### src/rtl/adder_share_arbiter.sv
// rtl/adder_share_arbiter.sv - round-robin time-sharing controller for one shared W-bit adder
module adder_share_arbiter #(
    parameter int NREQ = 4,
    parameter int W = 64,
    localparam int IDW = $clog2(NREQ)
) (
    input  logic              clk,
    input  logic              rst_n,
    input  logic [NREQ-1:0]   req_valid,
    output logic [NREQ-1:0]   req_ready,
    input  logic [NREQ*W-1:0] req_A,
    input  logic [NREQ*W-1:0] req_B,
    input  logic [NREQ-1:0]   req_sub,
    output logic [W-1:0]      add_A,
    output logic [W-1:0]      add_B,
    output logic              add_Cin,
    input  logic [W-1:0]      add_S,
    input  logic              add_Cout,
    output logic              res_valid,
    input  logic              res_ready,
    output logic [W-1:0]      res_S,
    output logic              res_Cout,
    output logic              res_V,
    output logic [IDW-1:0]    res_id
);

    typedef enum logic [1:0] {
        ST_IDLE = 2'd0,
        ST_EXEC = 2'd1,
        ST_DONE = 2'd2
    } state_t;

    state_t state;
    state_t state_nx;

    logic [IDW-1:0] last_gnt;
    logic           grant_any;
    logic [IDW-1:0] grant_idx;
    logic           accept;

    logic [W-1:0]   sel_a;
    logic [W-1:0]   sel_b;
    logic           sel_sub;

    logic [W-1:0]   op_a;
    logic [W-1:0]   op_b;
    logic           op_cin;
    logic [IDW-1:0] op_id;

    logic [W-1:0]   r_s;
    logic           r_cout;
    logic           r_v;
    logic [IDW-1:0] r_id;
    logic           overflow;

    // Requester index k places after base, wrapping modulo NREQ.
    function automatic logic [IDW-1:0] rr_index(input logic [IDW-1:0] base, input int k);
        return IDW'((int'(base) + k) % NREQ);
    endfunction

    // Round-robin search starting just after the last accepted requester.
    always_comb begin
        grant_any = 1'b0;
        grant_idx = '0;
        for (int k = 1; k <= NREQ; k++) begin
            if (!grant_any && req_valid[rr_index(last_gnt, k)]) begin
                grant_any = 1'b1;
                grant_idx = rr_index(last_gnt, k);
            end
        end
    end

    // Only the winner sees ready, and only while the adder is free.
    always_comb begin
        req_ready = '0;
        if (state == ST_IDLE && grant_any) begin
            req_ready[grant_idx] = 1'b1;
        end
    end

    assign accept = (state == ST_IDLE) && grant_any;

    // Pick the winner's operands out of the flattened request buses.
    always_comb begin
        sel_a   = req_A[int'(grant_idx)*W +: W];
        sel_b   = req_B[int'(grant_idx)*W +: W];
        sel_sub = req_sub[grant_idx];
    end

    // Next-state logic: one cycle of adder use, then hold the result until taken.
    always_comb begin
        state_nx = state;
        case (state)
            ST_IDLE: if (grant_any) state_nx = ST_EXEC;
            ST_EXEC: state_nx = ST_DONE;
            ST_DONE: if (res_ready) state_nx = ST_IDLE;
            default: state_nx = ST_IDLE;
        endcase
    end

    // State register.
    always_ff @(posedge clk) begin
        if (!rst_n) begin
            state <= ST_IDLE;
        end else begin
            state <= state_nx;
        end
    end

    // Grant pointer moves only when a grant is actually taken; reset makes requester 0 first.
    always_ff @(posedge clk) begin
        if (!rst_n) begin
            last_gnt <= IDW'(NREQ - 1);
        end else if (accept) begin
            last_gnt <= grant_idx;
        end
    end

    // Operand registers: subtraction is A + ~B + 1, so B is inverted and carry-in forced here.
    always_ff @(posedge clk) begin
        if (!rst_n) begin
            op_a   <= '0;
            op_b   <= '0;
            op_cin <= 1'b0;
            op_id  <= '0;
        end else if (accept) begin
            op_a   <= sel_a;
            op_b   <= sel_sub ? ~sel_b : sel_b;
            op_cin <= sel_sub;
            op_id  <= grant_idx;
        end
    end

    assign add_A   = op_a;
    assign add_B   = op_b;
    assign add_Cin = op_cin;

    // Signed overflow from the operands as the adder sees them (B already inverted for subtract).
    assign overflow = (op_a[W-1] == op_b[W-1]) && (add_S[W-1] != op_a[W-1]);

    // Result registers sample the adder only during EXEC and are otherwise frozen.
    always_ff @(posedge clk) begin
        if (!rst_n) begin
            r_s    <= '0;
            r_cout <= 1'b0;
            r_v    <= 1'b0;
            r_id   <= '0;
        end else if (state == ST_EXEC) begin
            r_s    <= add_S;
            r_cout <= add_Cout;
            r_v    <= overflow;
            r_id   <= op_id;
        end
    end

    assign res_valid = (state == ST_DONE);
    assign res_S     = r_s;
    assign res_Cout  = r_cout;
    assign res_V     = r_v;
    assign res_id    = r_id;

endmodule
### config.mk
export PLATFORM = sky130hd
export DESIGN_NAME = adder_share_arbiter
export DESIGN_NICKNAME = d
export VERILOG_FILES = /design/src/rtl/adder_share_arbiter.sv
export SDC_FILE = /design/constraint.sdc
export NUM_CORES = 1
export LEC_CHECK = 0
export ABC_AREA = 0
export CAP_MARGIN = 10
export CORE_AREA = 8 8 299 301
export DETAILED_ROUTE_END_ITERATION = 7
export DIE_AREA = 0 0 307 309
export MAX_ROUTING_LAYER = met4
export PLACE_DENSITY = 0.46
export SLEW_MARGIN = 20
export SYNTH_ARGS = -nofsm -noshare
export SYNTH_HDL_FRONTEND = slang
export SYNTH_SLANG_ARGS = --single-unit
### constraint.sdc
create_clock -name clk -period 3.7 [get_ports clk]
set_clock_uncertainty 0.1 [all_clocks]
set_input_delay 0.37 -clock clk [delete_from_list [all_inputs] [get_ports clk]]
set_output_delay 0.37 -clock clk [all_outputs]
set_load 0.02 [all_outputs]
=== Yosys cells after proc, flatten, opt, wreduce, memory -nomap -nowiden ===
Cells that the tools add are included.

* Add/subtract/negate cells: 4
* $lt $le $gt $ge: 6
* Equal/unequal tests: 6
* Shift-type cells: 2
* Multiplexer cells: 25
* Bitwise logic cells: 1
* Reductions and logical operators: 11

{| class="wikitable"
|+ Operators by type and width
! operator !! number
|-
| $shiftx 256x9->64 || 2
|-
| $mux 64 || 1
|-
| $not 64->64 || 1
|-
| $lt 2x3->1 const B || 5
|-
| $mux 2 || 6
|-
| $bmux 1 s2 || 5
|-
| $mux 1 || 10
|-
| $logic_and 1x1->1 || 6
|-
| $pmux 2 s3 || 1
|-
| $add 2x1->2 const B || 2
|-
| $add 2x2->2 const B || 2
|-
| $mux 4 || 1
|-
| $logic_not 1->1 || 3
|-
| $demux 1 s2 || 1
|-
| $eq 2x1->1 const B || 1
|-
| $eq 2x2->1 const B || 1
|-
| $ge 2x1->1 const B || 1
|-
| $logic_not 2->1 || 1
|-
| $ne 2x1->1 const B || 1
|-
| $ne 2x2->1 const B || 1
|-
| $reduce_and 2->1 || 1
|-
| $eq 1x1->1 || 1
|-
| $ne 1x1->1 || 1
|}

* Register bits: 203
* Input bits: 588
* Output and inout bits: 202
* Word-level logic and storage cells: 65

=== Logic depth before layout (Yosys ltp) ===
Gate-level depths: netlist of run 1.

* Word-level depth: 18
* Depth in mapped cells: 8
* Mapped depth without buffers: 6

=== Worst setup path before layout of run 1 ===
OpenSTA, ideal clock, no wires.

* Path kind: flip-flop to output port
* Start point: register last_gnt[0]
* End point: output port req_ready[0]
* Arrival time: 2025 ps
* Setup slack: 1205 ps
* Cell stages (with the launch flop): 8
* Buffers on the path: 2
* Path through: dfxtp_1 -> nand2b_1 -> a21oi_2 -> or2_2 -> a211oi_2 -> buf_2 -> buf_1 -> nor2b_1

* Word-level cells in the longest chain between the ends: 18
* Elaborated cells between the ends (all ways): 33

{| class="wikitable"
|+ Ends and longest elaborated chain
! item !! RTL line !! source
|-
| start, declared || 36 || <nowiki>logic [IDW-1:0] last_gnt;</nowiki>
|-
| start signal, assigned || 113 || <nowiki>last_gnt <= IDW'(NREQ - 1);</nowiki>
|-
| start signal, assigned || 115 || <nowiki>last_gnt <= grant_idx;</nowiki>
|-
| $add 2x1->2 || 58 || <nowiki>return IDW'((int'(base) + k) % NREQ);</nowiki>
|-
| $bmux 1 s2 || 66 || <nowiki>if (!grant_any && req_valid[rr_index(last_gnt, k)]) begin</nowiki>
|-
| $mux 1 (not written as such) || 66 ||
|-
| $mux 1 || 66 ||
|-
| $logic_not 1->1 || 66 ||
|-
| $logic_and 1x1->1 || 66 ||
|-
| $mux 1 || 66 ||
|-
| $logic_not 1->1 || 66 ||
|-
| [... 2 more ...] || n/a ||
|-
| $logic_not 1->1 || 66 ||
|-
| $logic_and 1x1->1 || 66 ||
|-
| $mux 2 || 66 ||
|-
| $lt 2x3->1 (not written as such) / $ge 2x1->1 (equally long branches) || 77 || <nowiki>req_ready[grant_idx] = 1'b1;</nowiki>
|-
| $logic_and 1x1->1 (not written as such) || 77 ||
|-
| $mux 1 (not written as such) || 77 ||
|-
| $demux 1 s2 || 77 ||
|-
| $mux 4 * || 76 || <nowiki>if (state == ST_IDLE && grant_any) begin</nowiki>
|-
| end, declared || 10 || <nowiki>output logic [NREQ-1:0] req_ready,</nowiki>
|}

Every way passes the cells marked *; elsewhere a longest branch is shown, timed or not. The select of a mux whose other input is x is not followed.

=== Worst setup path after layout of run 1 ===
Ends and elaborated chain as after synthesis.

==> flow_summary_export.csv, run 1 <==
group,metric,value,unit
outcome,status,"complete, no violations",
sta,setup_tns,0,ns
detailed_routing,drt_iter0_markers,919,
synth,syn_nets,2177,
clock_tree,clkLatencyLatePin,0.61,ns
detailed_routing,ant_nets,0,
power,p_comb_frac,0.407,
floorplanning,start_util,0.149,
clock_tree,clockBufferDepth,3,
cells_and_area,drive_above_1_share,0.0482,
worst_setup_path,arrival,2.86,ns
detailed_routing,wl,85200,um
clock_tree,postCtsSetupBuffers,0,
power,p_sw,0.00363,W
sta,relSlewSlack,0.289,
power,p_seq_frac,0.275,
sta,tightest_slew,1.07,ns
sta,clock.fmax,0.300,GHz
power,swShare,0.364,
sta,hold_viol,0,
sta,rsz0062_at_grt,"false",
detailed_routing,wire_per_inst,24.6,um
clock_tree,cts.sinks,203,
sta,setup_violations,0,
power,internal-power,0.00635,W
synth,yosysSeqAreaShare,0.322,
grt,grt_overflow,0,
sta,holdWs,0.0561,ns
clock_tree,root_buffer,"clkbuf_16",
floorplanning,die_area,0.0949,sq mm
placement,io_buffers,789,
synth,synth-seq-cells,203,
detailed_routing,dr.pass1.iters,5,
power,pwr-share-clk,0.318,
synth,async_flop_share,0,
worst_hold_path,hp-start,"rst_n",
power,leakage,8.30,nW
floorplanning,die_w,307,um
worst_setup_path,crit-reg2reg-launch,"last_gnt[0]$_SDFFE_PN1P_",
worst_setup_path,cp_max_fo,7,
cells_and_area,area_growth,81.9,%
synth,syn_avg_cell_area,7.94,sq um
synth,yosysMostFrequentCell,"nand2_1",
synth,synthCells,1589,
job,cap_viol_max_count,0,
clock_tree,cts_tree,"built",
power,vdd_drop_max,0.358,mV
synth,synth_top_area_share,0.322,
sta,min_period,3.33,ns
worst_hold_path,hold_class,"input pin to flip-flop",
clock_tree,path_clk_slew,0.06,ns
sta,slew_viol_final,0,
synth,yosys-top-cells-area,"dfxtp_1 32%, mux2i_1 10%, nand2_1 7.9%",
synth,ys_warn_count,0,
worst_setup_path,crit_type,"flip-flop to output pin",
grt,grt_max_degree,99,
power,powerDensity,434,mW/mm^2
placement,gp_congestion,0.823,
grt,grt_use_total,0.172,
synth,synth_enable_flop_cells,0,
synth,yosys.area.top_type,"dfxtp_1",
cells_and_area,nets,2869,
clock_tree,ctsResizeCount,0,
cells_and_area,register_area,0.00406,sq mm
floorplanning,ios,790,
detailed_routing,viasPerCell,4.46,
synth,synthTopCellsByCount,"265 x nand2_1, 203 x dfxtp_1, 195 x nand3_1, 129 x mux2i_1, 120 x clkbuf_1",
detailed_routing,drc_errors,0,
floorplanning,core,0.0846,sq mm
grt,grt_pass1_vias,16100,
floorplanning,die_y,309,um
grt,antenna_found_initial,27,
synth,synth_cell_types,37,
clock_tree,cts.htree.levels,1,
floorplanning,num_rows,107,
worst_setup_path,startpoint_type,"flip-flop",
worst_setup_path,startpoint,"last_gnt[0]$_SDFFE_PN1P_",
cells_and_area,fillCellCount,9075,
worst_setup_path,end_kind,"output pin",
cells_and_area,multiInputGateArea,0.00794,sq mm
synth,synthFlopType,"dfxtp_1",
sta,finalCritPeriodShare,0.900,
clock_tree,cts_made_buffers,30,
grt,grt_pass1_wl,118000,um
placement,hpwl,64700,um
clock_tree,cts_hold_buf,0,
worst_setup_path,critPathRequiredTime,3.23,ns
detailed_routing,vias,15500,
synth,syn_area,0.0126,sq mm
## logic make-up (layout without fill, tap and decap cells)
kind of cell	after synthesis	count (layout)	share of synthesized area
other	0	19	0
xor gates and xnor gates	128	128	0.0888
buffers and inverters	170	885	0.0546
muxes	129	129	0.102
DFF	203	203	0.322
and+or+nand+nor	615	615	0.232
AOI/OAI and AO/OA	344	344	0.200
## registers in the layout, indices dropped and copies added (netlist names)
signal    count
res_id        2
op_id         2
res_V         1
last_gnt      2
res_S        64
add_A        64
res_Cout      1
state         2
add_B        64
add_Cin       1
## worst paths after layout
kind	endpoint	slack, ns	cells past startpoint
max	req_ready[0]	0.37	6
min	last_gnt[0]$_SDFFE_PN1P_	0.06	2
max reg2reg	add_B[8]$_SDFFE_PN0P_	0.99	7
min reg2reg	res_S[34]$_SDFFE_PN0N_	0.36	2
## through the flow
stage	worst slack (ns)	std cells	utilization	power, W	cell area (sq um)
detailed placement	0.513	3393	0.258	0.00688	21800
finish	0.368	3467	0.271	0.00997	23000
CTS	0.314	3448	0.271	0.0101	22900
global route	0.223	3467	0.271	0.0105	23000
floorplan	1.21	1589	-	0.00467	12600
global placement	0.523	3393	0.258	0.00685	21800
## critical path: stages (launching register included)
cell and delay [ns]:
dfxtp_1 0.48, nand2b_1 0.26, a21oi_2 0.12, or2_2 0.32, a211oi_4 0.25, nor2b_1 0.19, clkdlybuf4s50_1 0.63
## final cells by class
class | instances | area share
sequential | 203 | 0.177
multi-input combinational | 1216 | 0.346
antenna | 19 | 0.00207
timing repair buffer | 829 | 0.366
clock inverter | 14 | 0.00932
tap | 1144 | 0.0624
clock buffer | 41 | 0.0371
inverter | 1 | 0.000164
## layer usage
layer / track usage / vias to the layer above / share of wire
met3: 0.0435 / 120 / 0.075
met2: 0.295 / 775 / 0.50
met1: 0.194 / 7371 / 0.39
li1: - / 7187 / -
met4: 0.0589 / 0 / 0.033
met5: - / - / 0
## power by group through the flow
stage               Clock (W)  Combinational [W]  Sequential (W)
finish                0.00317            0.00406         0.00275
global route          0.00336            0.00435         0.00278
CTS                   0.00329            0.00412         0.00275
detailed placement          0            0.00410         0.00278
global placement            0            0.00407         0.00278
floorplan                   0            0.00154         0.00312
## cells in the final DEF (no fill, tap or decap), drive strengths merged, types with 65 or more instances in the layout
cell           synthesis  layout
nor2                  70      70
nand2                265     265
a21boi                68      68
nand3                195     195
dfxtp                203     203
o21ai                 67      67
clkdlybuf4s50          0     785
o221ai                65      65
mux2i                129     129
Power figures use the tool's default switching activity.
==> inputs of run 2 (changes only) <==
--- a/config.mk
+++ b/config.mk
@@ -7,8 +7,9 @@
 export LEC_CHECK = 0
 export ABC_AREA = 0
-export CAP_MARGIN = 10
+export CAP_MARGIN = 5
 export CORE_AREA = 8 8 299 301
 export DETAILED_ROUTE_END_ITERATION = 7
 export DIE_AREA = 0 0 307 309
+export GPL_TIMING_DRIVEN = 0
 export MAX_ROUTING_LAYER = met4
 export PLACE_DENSITY = 0.46
==> constraint.sdc (replaced) <==
create_clock -name clk -period 3.7 [get_ports clk]
set_clock_uncertainty 0.1 [all_clocks]
set_input_delay 0.74 -clock clk [delete_from_list [all_inputs] [get_ports clk]]
set_output_delay 0.74 -clock clk [all_outputs]
set_load 0.02 [all_outputs]
==> run 2 against run 1 <==
Maximum frequency shrank 6.5%. Non-clock buffer count is 135 higher. Critical endpoint is now req_ready[2]. Cell area increased by 0.71%. Worst setup slack worse by 0.23 ns.
==> flow_summary_export.csv, run 2 (synthesized netlist as in run 1, its figures left out) <==
group,metric,value,unit
sta,clock.fmax,0.280,GHz
clock_tree,cts.sinks,203,
grt,antenna_found_initial,23,
worst_setup_path,arrival,2.73,ns
grt,grt_pass1_wl,131000,um
clock_tree,path_clk_slew,0.05,ns
placement,place_ws,-2.01,ns
worst_setup_path,startpoint_type,"input pin",
worst_setup_path,rrSetupSlack,0.28,ns
worst_setup_path,reg2reg_depth,7,
placement,io_buffers,787,
detailed_routing,drt_iter0_markers,1098,
sta,min_period,3.57,ns
worst_hold_path,hp-start,"res_S[42]$_SDFFE_PN0N_",
detailed_routing,wire_per_inst,26.8,um
power,p_total,0.00995,W
placement,hpwl,78600,um
worst_setup_path,cp_max_fo,10,
floorplanning,die_w,307,um
grt,grt_use_total,0.196,
cells_and_area,fillCellCount,9343,
job,cap_viol_max_count,0,
floorplanning,start_util,0.149,
detailed_routing,vias,16000,
sta,fin_ws,0.135,ns
detailed_routing,dr.pass1.iters,5,
worst_setup_path,crit-reg2reg-launch,"last_gnt[0]$_SDFFE_PN1P_",
clock_tree,clockBufferDepth,3,
worst_setup_path,critPathRequiredTime,2.86,ns
floorplanning,core,0.0846,sq mm
clock_tree,cts_hold_buf,0,
sta,hold_viol,0,
clock_tree,root_buffer,"clkbuf_16",
sta,finalCritPeriodShare,0.964,
detailed_routing,wl,96300,um
cells_and_area,drive_above_1_share,0.0493,
floorplanning,die_area,0.0949,sq mm
sta,setup_violations,0,
cells_and_area,area_growth,83.2,%
worst_hold_path,whs_path_depth,2,
floorplanning,ios,790,
grt,grt_max_degree,20,
placement,gp_congestion,0.847,
power,leakage,8.38,nW
floorplanning,num_rows,107,
sta,slew_viol_final,0,
power,vdd_drop_max,0.344,mV
sta,holdWs,0.362,ns
worst_setup_path,startpoint,"req_valid[1]",
cells_and_area,nets,3003,
sta,rsz0062_at_grt,"false",
grt,grt_overflow,0,
sta,relSlewSlack,0.308,
clock_tree,cts_made_buffers,29,
clock_tree,cts_tree,"built",
cells_and_area,layout_commonest_cell,"clkdlybuf4s50_1",
worst_setup_path,r2r_end,"add_A[3]$_SDFFE_PN0P_",
power,powerDensity,431,mW/mm^2
worst_setup_path,crit_type,"input pin to output pin",
detailed_routing,ant_nets,0,
worst_hold_path,hold_class,"flip-flop to flip-flop",
cells_and_area,layout_common_cells,"779 x clkdlybuf4s50_1, 264 x nand2_1, 203 x dfxtp_1",
outcome,status,"complete, no violations",
worst_hold_path,hold_end,"res_S[42]$_SDFFE_PN0N_",
worst_setup_path,end_kind,"output pin",
clock_tree,cts.htree.levels,1,
detailed_routing,viasPerCell,4.45,
grt,grt_pass1_vias,16600,
clock_tree,clkLatencyLatePin,0.60,ns
floorplanning,die_y,309,um
sta,tightest_slew,1.04,ns
detailed_routing,drc_errors,0,
## run 2: timing repair
action                                 in CTS  in global routing
gates cloned                                0                  0
resized for setup                          52                  3
setup buffers                               7                  2
endpoints found under the hold margin       0                  0
setup endpoints to repair                 133                  6
pin swaps                                   3                  0
## run 2: critical path, cell delays in order
cell	delay, ns
dlygate4sd2_1	0.32
o21a_1	0.25
a211oi_4	0.21
buf_4	0.19
buf_12	0.17
and2_1	0.18
buf_8	0.17
buf_8	0.17
and2_1	0.13
buf_2	0.18
## run 2: how the worst max path moves through the flow
stage                     cells after the start      endpoint  slack [ns]
after CTS                                    10  req_ready[2]       -0.04
after global placement                        9  req_ready[2]       -1.92
final                                        10  req_ready[2]        0.13
after detailed placement                      9  req_ready[2]       -2.01
after floorplan                               7  req_ready[0]        0.55
after global routing                          7  req_ready[1]        0.01
## run 2: power by group
group          total (W)  switching [W]  internal (W)
Sequential       0.00275       0.000225       0.00252
Clock            0.00291        0.00120       0.00171
Combinational    0.00429        0.00241       0.00188
Total            0.00995        0.00384       0.00611
## run 2: metrics by stage
| step | cells | area (sq um) | util | TNS (ns) |
|---|---|---|---|---|
| floorplan | 1589 | 12600 | - | 0 |
| global placement | 3520 | 21900 | 0.259 | -126.45 |
| detailed placement | 3520 | 21900 | 0.259 | -145.04 |
| CTS | 3577 | 23100 | 0.273 | -0.0380 |
| global route | 3590 | 23100 | 0.273 | 0 |
| finish | 3592 | 23100 | 0.273 | 0 |
## run 2: area by class of cell
cell class / count / area (sq um) / share of cell area
multi-input cells: 1216 / 7950 / 0.344
clock buffers: 42 / 845 / 0.0365
flip-flops and latches: 203 / 4060 / 0.176
clock inverters: 9 / 110 / 0.00476
diodes: 13 / 32.5 / 0.00141
repair buffers: 796 / 7930 / 0.343
well taps: 1144 / 1430 / 0.0619
plain buffers: 168 / 754 / 0.0326
inverters: 1 / 3.75 / 0.000162
## run 2: layer usage
metal / vias to the layer above / track usage / routed length, um
met5: - / - / 0
met4: 0 / 0.0548 / 2580
li1: 7466 / - / -
met2: 819 / 0.339 / 48100
met3: 125 / 0.0440 / 7130
met1: 7574 / 0.229 / 38500
==> inputs of run 3 (changes only) <==
CAP_MARGIN = not set   (was 5)
CELL_PAD_IN_SITES_DETAIL_PLACEMENT = 0   (was not set)
CELL_PAD_IN_SITES_GLOBAL_PLACEMENT = 1   (was not set)
CORE_AREA = 8 8 303 305   (was 8 8 299 301)
DIE_AREA = 0 0 311 313   (was 0 0 307 309)
PLACE_DENSITY = 0.58   (was 0.46)
==> run 3 against run 2 <==
First-iteration DRC count up 1.3%. Worst hold slack better by 0.00082 ns. Total power up 1.1%. Register-to-register slack better by 0.15 ns. Critical path depth down 1. Cell area up 0.51%. Sequential share of layout area down 0.089 points. Maximum frequency down 0.44%. Count of clock-buffer cells in the layout up 3. Largest power group unchanged.
==> flow_summary_export.csv, run 3 (synthesized netlist as in run 1, its figures left out) <==
group,metric,value,unit
outcome,status,"complete, no violations",
worst_hold_path,hp-start,"res_S[18]$_SDFFE_PN0N_",
sta,holdWs,0.363,ns
job,cap_viol_max_count,0,
worst_setup_path,critPathRequiredTime,2.86,ns
cells_and_area,drive_above_1_share,0.0488,
grt,grt_overflow,0,
worst_setup_path,crit_type,"input pin to output pin",
cells_and_area,fin_area,0.0232,sq mm
clock_tree,cts_hold_buf,0,
clock_tree,cts.sinks,203,
detailed_routing,wire_per_inst,26.0,um
power,internal-power,0.00622,W
grt,grt_pass1_vias,17000,
worst_hold_path,whs_path_depth,2,
power,powerDensity,433,mW/mm^2
power,pwr-share-clk,0.303,
worst_setup_path,startpoint_type,"input pin",
power,p_comb_frac,0.425,
clock_tree,cts_made_buffers,30,
detailed_routing,viasPerCell,4.49,
power,swShare,0.382,
detailed_routing,ant_nets,0,
placement,place_inst,3542,
sta,finalCritPeriodShare,0.968,
floorplanning,die_w,311,um
worst_setup_path,rrSetupSlack,0.43,ns
cells_and_area,layout_commonest_cell,"clkdlybuf4s50_1",
floorplanning,die_y,313,um
grt,grt_pass1_wl,131000,um
worst_setup_path,reg2reg_depth,7,
floorplanning,ios,790,
sta,rsz0062_at_grt,"false",
power,p_total,0.0101,W
floorplanning,num_rows,109,
worst_hold_path,hold_class,"flip-flop to flip-flop",
placement,placed_cell_area,0.0220,sq mm
grt,antenna_found_initial,25,
detailed_routing,dr.pass1.iters,7,
detailed_routing,vias,16300,
sta,relSlewSlack,0.293,
detailed_routing,wl,94400,um
worst_setup_path,end_kind,"output pin",
clock_tree,clockBufferDepth,3,
sta,slew_viol_final,0,
grt,grt_use_total,0.187,
cells_and_area,nets,3003,
floorplanning,core,0.0873,sq mm
worst_setup_path,crit-reg2reg-launch,"last_gnt[0]$_SDFFE_PN1P_",
power,p_seq_frac,0.273,
sta,setup_violations,0,
power,leakage,8.40,nW
detailed_routing,drt_iter0_markers,1112,
sta,clock.fmax,0.279,GHz
worst_setup_path,arrival,2.74,ns
power,p_sw,0.00385,W
clock_tree,cts_tree,"built",
floorplanning,start_util,0.145,
worst_setup_path,r2r_end,"add_A[1]$_SDFFE_PN0P_",
placement,hpwl,77100,um
sta,hold_viol,0,
power,vdd_drop_max,0.323,mV
sta,setup_tns,0,ns
worst_hold_path,hold_end,"res_S[18]$_SDFFE_PN0N_",
sta,tightest_slew,1.06,ns
detailed_routing,drc_errors,0,
cells_and_area,area_growth,84.2,%
clock_tree,clkLatencyLatePin,0.60,ns
clock_tree,root_buffer,"clkbuf_16",
grt,grt_max_degree,20,
clock_tree,cts.htree.levels,1,
placement,gp_congestion,0.921,
worst_setup_path,cp_max_fo,11,
clock_tree,path_clk_slew,0.05,ns
placement,io_buffers,787,
floorplanning,die_area,0.0973,sq mm
cells_and_area,layout_common_cells,"781 x clkdlybuf4s50_1, 264 x nand2_1, 203 x dfxtp_1",
sta,min_period,3.58,ns
cells_and_area,fin_cells,3625,
==> run 3: area by class of cell <==
class | instances | area (sq um)
inverter | 1 | 3.75
antenna | 23 | 57.6
multi-input combinational | 1216 | 7920
sequential | 203 | 4060
clock buffer | 45 | 907
clock inverter | 9 | 126
buffer | 167 | 756
fill | 9420 | 64000
timing repair buffer | 796 | 7940
tap | 1165 | 1460
==> run 3: repair_timing <==
action / in CTS / in global routing
gates cloned: 0 / 0
gates resized for setup: 43 / 8
endpoints found under the setup margin: 127 / 4
buffers inserted: 8 / 0
pin swaps: 3 / 2
endpoints found under the hold margin: 0 / 0
==> run 3: critical path: stages <==
cell             delay (ns)
clkdlybuf4s50_1        0.51
o21a_1                 0.25
a211oi_4               0.28
buf_12                 0.17
and2_1                 0.16
buf_6                  0.12
buf_8                  0.15
and2_1                 0.18
buf_4                  0.17
==> run 3: how the worst max path moves through the flow <==
stage,from,to,slack (ns),depth (start not counted)
2_1_floorplan,req_valid[2],req_ready[0],0.55,7
3_3_place_gp,req_valid[1],req_ready[2],-2.02,9
3_5_place_dp,req_valid[1],req_ready[2],-2.01,9
4_1_cts,req_valid[3],req_ready[1],-0.006,8
5_1_grt,req_valid[0],req_ready[2],0.008,9
6_report,req_valid[0],req_ready[2],0.12,9
==> run 3: per-layer routing <==
layer / GRT usage / share of wire / vias up / wire [um]
li1: - / - / 7478 / -
met1: 0.221 / 0.41 / 8020 / 39100
met2: 0.325 / 0.50 / 697 / 47600
met3: 0.0401 / 0.062 / 92 / 5900
met4: 0.0414 / 0.019 / 0 / 1820
met5: - / 0 / - / 0
==> run 3: metrics by stage <==
stage | worst slack, ns | util
after floorplan | 0.554 | -
after global routing | 0.00800 | 0.266
after global placement | -2.02 | 0.252
after detailed placement | -2.01 | 0.252
final | 0.119 | 0.266
after CTS | -0.00631 | 0.265
==> run 3: power by group through the flow <==
| stage | logic, W | registers, W | clock network [W] |
|---|---|---|---|
| 6_report | 0.00427 | 0.00275 | 0.00305 |
| 5_1_grt | 0.00456 | 0.00279 | 0.00324 |
| 4_1_cts | 0.00432 | 0.00275 | 0.00316 |
| 3_5_place_dp | 0.00424 | 0.00278 | 0 |
| 3_3_place_gp | 0.00423 | 0.00277 | 0 |
| 2_1_floorplan | 0.00154 | 0.00312 | 0 |
==> RTL edit 1, RTL diff (flow settings as in run 3) <==
Set the parameter `W` to 128 (it was 64).
--- a/src/rtl/adder_share_arbiter.sv
+++ b/src/rtl/adder_share_arbiter.sv
@@ -3,3 +3,3 @@
     parameter int NREQ = 4,
-    parameter int W = 64,
+    parameter int W = 128,
     localparam int IDW = $clog2(NREQ)
Ports: changed (6 resized); port bits go from 790 to 1558. No check against the original RTL was run, so the function may have changed too.
==> RTL edit 1 against run 3 <==
- the run now fails in I/O pin placement (3_2_place_iop)
- synthesized area rose by 96%
==> RTL edit 1: results (changes against run 3) <==
Synth cell types=46 (+24%); FFs w/ async S/R, synth=0% (unchanged); Synth area leaders=dfxtp_1 32%, nand2_1 11%, a221oi_2 7.3%, mux2i_1 5.2%, a32oi_1 4.5%; Synth Register Bits=395 (+95%); Syn Area/Cell=8.38 µm² (+5.6%); Err=[ERROR PPL-0024] Number of IO pins (1558) exceeds maximum number of available positions (1124). Increase the die perimeter from 1248.00um to 2118.88um.; outcome=aborted with a tool error; Synth Warn #=0 (unchanged); register area share after synthesis=31.9% (-0.30 points); Post-synth top cells=716 x nand2_1, 395 x dfxtp_1, 191 x a21oi_1; Synth Flop Type=dfxtp_1; EDFF count, synth=0 (unchanged); Die Width=311 µm (unchanged); stage reached=I/O pin placement (3_2_place_iop); syn_nets=4121 (+89%)
RTL edit 1: logic make-up after synthesis:
kind of cell | share of synthesized area, %
DFF | 31.9
buffers and inverters | 6.41
xor gates and xnor gates | 9.05
muxes | 5.21
and+or+nand+nor | 13.0
AOI/OAI and AO/OA | 34.5
==> RTL edit 2, RTL diff (config.mk and constraints of run 3) <==
Made on the original files. Make the reset (`rst_n`) asynchronous in 4 clocked blocks.
--- a/src/rtl/adder_share_arbiter.sv
+++ b/src/rtl/adder_share_arbiter.sv
@@ -101,3 +101,3 @@
     // State register.
-    always_ff @(posedge clk) begin
+    always_ff @(posedge clk or negedge rst_n) begin
         if (!rst_n) begin
@@ -110,3 +110,3 @@
     // Grant pointer moves only when a grant is actually taken; reset makes requester 0 first.
-    always_ff @(posedge clk) begin
+    always_ff @(posedge clk or negedge rst_n) begin
         if (!rst_n) begin
@@ -119,3 +119,3 @@
     // Operand registers: subtraction is A + ~B + 1, so B is inverted and carry-in forced here.
-    always_ff @(posedge clk) begin
+    always_ff @(posedge clk or negedge rst_n) begin
         if (!rst_n) begin
@@ -141,3 +141,3 @@
     // Result registers sample the adder only during EXEC and are otherwise frozen.
-    always_ff @(posedge clk) begin
+    always_ff @(posedge clk or negedge rst_n) begin
         if (!rst_n) begin
Check against the original RTL: not settled (the Yosys comparison gave no result); the edit may change what the design does.
==> RTL edit 2 against run 3 <==
- setup slack better by 0.019 ns
- sequential cell count unchanged
- maximum frequency increased by 0.55%
- final area is 2.8% higher
- wire length shrank 11%
- synthesized area is 7.3% higher
- non-clock buffer count decreased by 36
- critical endpoint is now req_ready[0]
Power is not compared: it rests on default switching activity, and its combinational part moved more than twofold at a synthesized area within 25%.
==> RTL edit 2: results (changes against run 3) <==
outcome=finished, final reports clean; FFs w/ async S/R, synth=100% (+100 points); largest net degree at the start of global routing=77 (+290%); syn_nets=1936 (-11%); met3 WL post-DR=4910 µm (-17%); Worst Hold End=add_A[23]$_DFFE_PN0P_; layout cells sized above 1=10.2% (+5.3 points); first-pass GRT wire length=119000 µm (-9.7%); compound-cell area share of the yosys netlist=19.9% (-0.048 points); per-cell routed wire length=25.0 µm (-3.9%); hold path start=add_A[23]$_DFFE_PN0P_; vias per std cell=4.19 (-6.8%); Worst path slowest cell=buf_2; Inst Count DP=3301 (-6.8%); Worst Setup SP=req_valid[1]; Starting DRT DRC Count=628 (-44%); multiplexer share of the synthesized area=15.3% (+5.0 points); worst skew pair latency=0.58 ns (-0.02 ns); Synth Flop Type=dfrtp_1; register area share after synthesis=37.6% (+5.3 points); Post-Place Cell Area=22900 µm² (+4.4%); Place WS=-0.619 ns (+1.39 ns); reg-to-reg startpoint=last_gnt[1]$_DFFE_PN1P_; R2R Setup Slk=0.98 ns (+0.55 ns); metal2 WL=43600 µm (-8.5%); # fillers=9260 (-1.7%); GPL Wtd Cong=0.925 (+0.43%); Synth area leaders=dfrtp_1 37%, mux2i_1 9.7%, xnor2_1 8.3%, xor2_1 8.3%, o221ai_1 7.1%; crit path DAT=2.72 ns (-0.02 ns); Nets=2756 (-8.2%); GR Layer Usage met1=19.2% (-2.9 points); GRT Overall Usage=16.8% (-1.9 points); TritonCTS Buffers=28 (-6.7%); GRT met2 Usage=30.3% (-2.2 points); critical path peak fanout=19 (+8); Slew @ Worst Pin=1.01 ns (-0.0555 ns); Synth cell types=39 (+5.4%); vias in the first global route=15.5k (-8.5%); hold slack final=0.386 ns (+0.0235 ns); antenna violations before repair=16 (-36%); dpl hpwl=70000 µm (-9.3%); R2R depth=9 (+2); met1 wire length=34300 µm (-12%)
RTL edit 2: changes by cell type in the layout (fill, tap and decap cells not counted), sizes merged, moves of 67 or more:
cell,run 3,this run
mux2,0,67
dfrtp,0,201
o21ai,67,261
nand2,265,137
nor2,70,3
dfxtp,203,0
nand3,195,1
a21boi,68,1
RTL edit 2: repair_timing:
action,in CTS,in global routing
hold buffers,1,0
resized for setup,24,1
endpoints found under the hold margin,54,0
setup buffers,1,1
pin swaps,1,1
setup endpoints to repair,4,1
RTL edit 2: kinds of logic after synthesis:
logic type / Yosys count
flip-flops: 203
multiplexers: 198
AND/OR/NAND/NOR: 154
buffers and inverters: 139
XOR/XNOR: 256
AO/OA/AOI/OAI: 398
RTL edit 2: layout make-up:
class	count	area (µm²)	area share, %
antenna	16	40.0	0.168
buffer	136	807	3.38
clock buffer	41	810	3.39
clock inverter	6	58.8	0.246
inverter	2	8.76	0.0367
multi-input combinational	1006	7660	32.1
sequential	203	5080	21.3
tap	1165	1460	6.10
timing repair buffer	791	7960	33.3
RTL edit 2: power by group through the flow:
| stage | Clock, mW | Sequential [mW] | Combinational (mW) |
|---|---|---|---|
| after CTS | 2.77 | 4.10 | 11.4 |
| after floorplan | 0 | 5.29 | 4.58 |
| after global routing | 2.87 | 4.23 | 11.9 |
| after detailed placement | 0 | 4.12 | 11.4 |
| after global placement | 0 | 4.09 | 11.2 |
| final | 2.64 | 4.09 | 11.2 |
RTL edit 2: worst max-delay path by stage:
stage | endpoint | cells after the start | slack, ns
floorplan | req_ready[2] | 7 | 0.76
finish | req_ready[0] | 6 | 0.14
detailed placement | req_ready[3] | 7 | -0.62
CTS | req_ready[0] | 9 | 0.05
global route | req_ready[0] | 6 | 0.004
global placement | add_A[11]$_DFFE_PN0P_ | 1 | -7.98
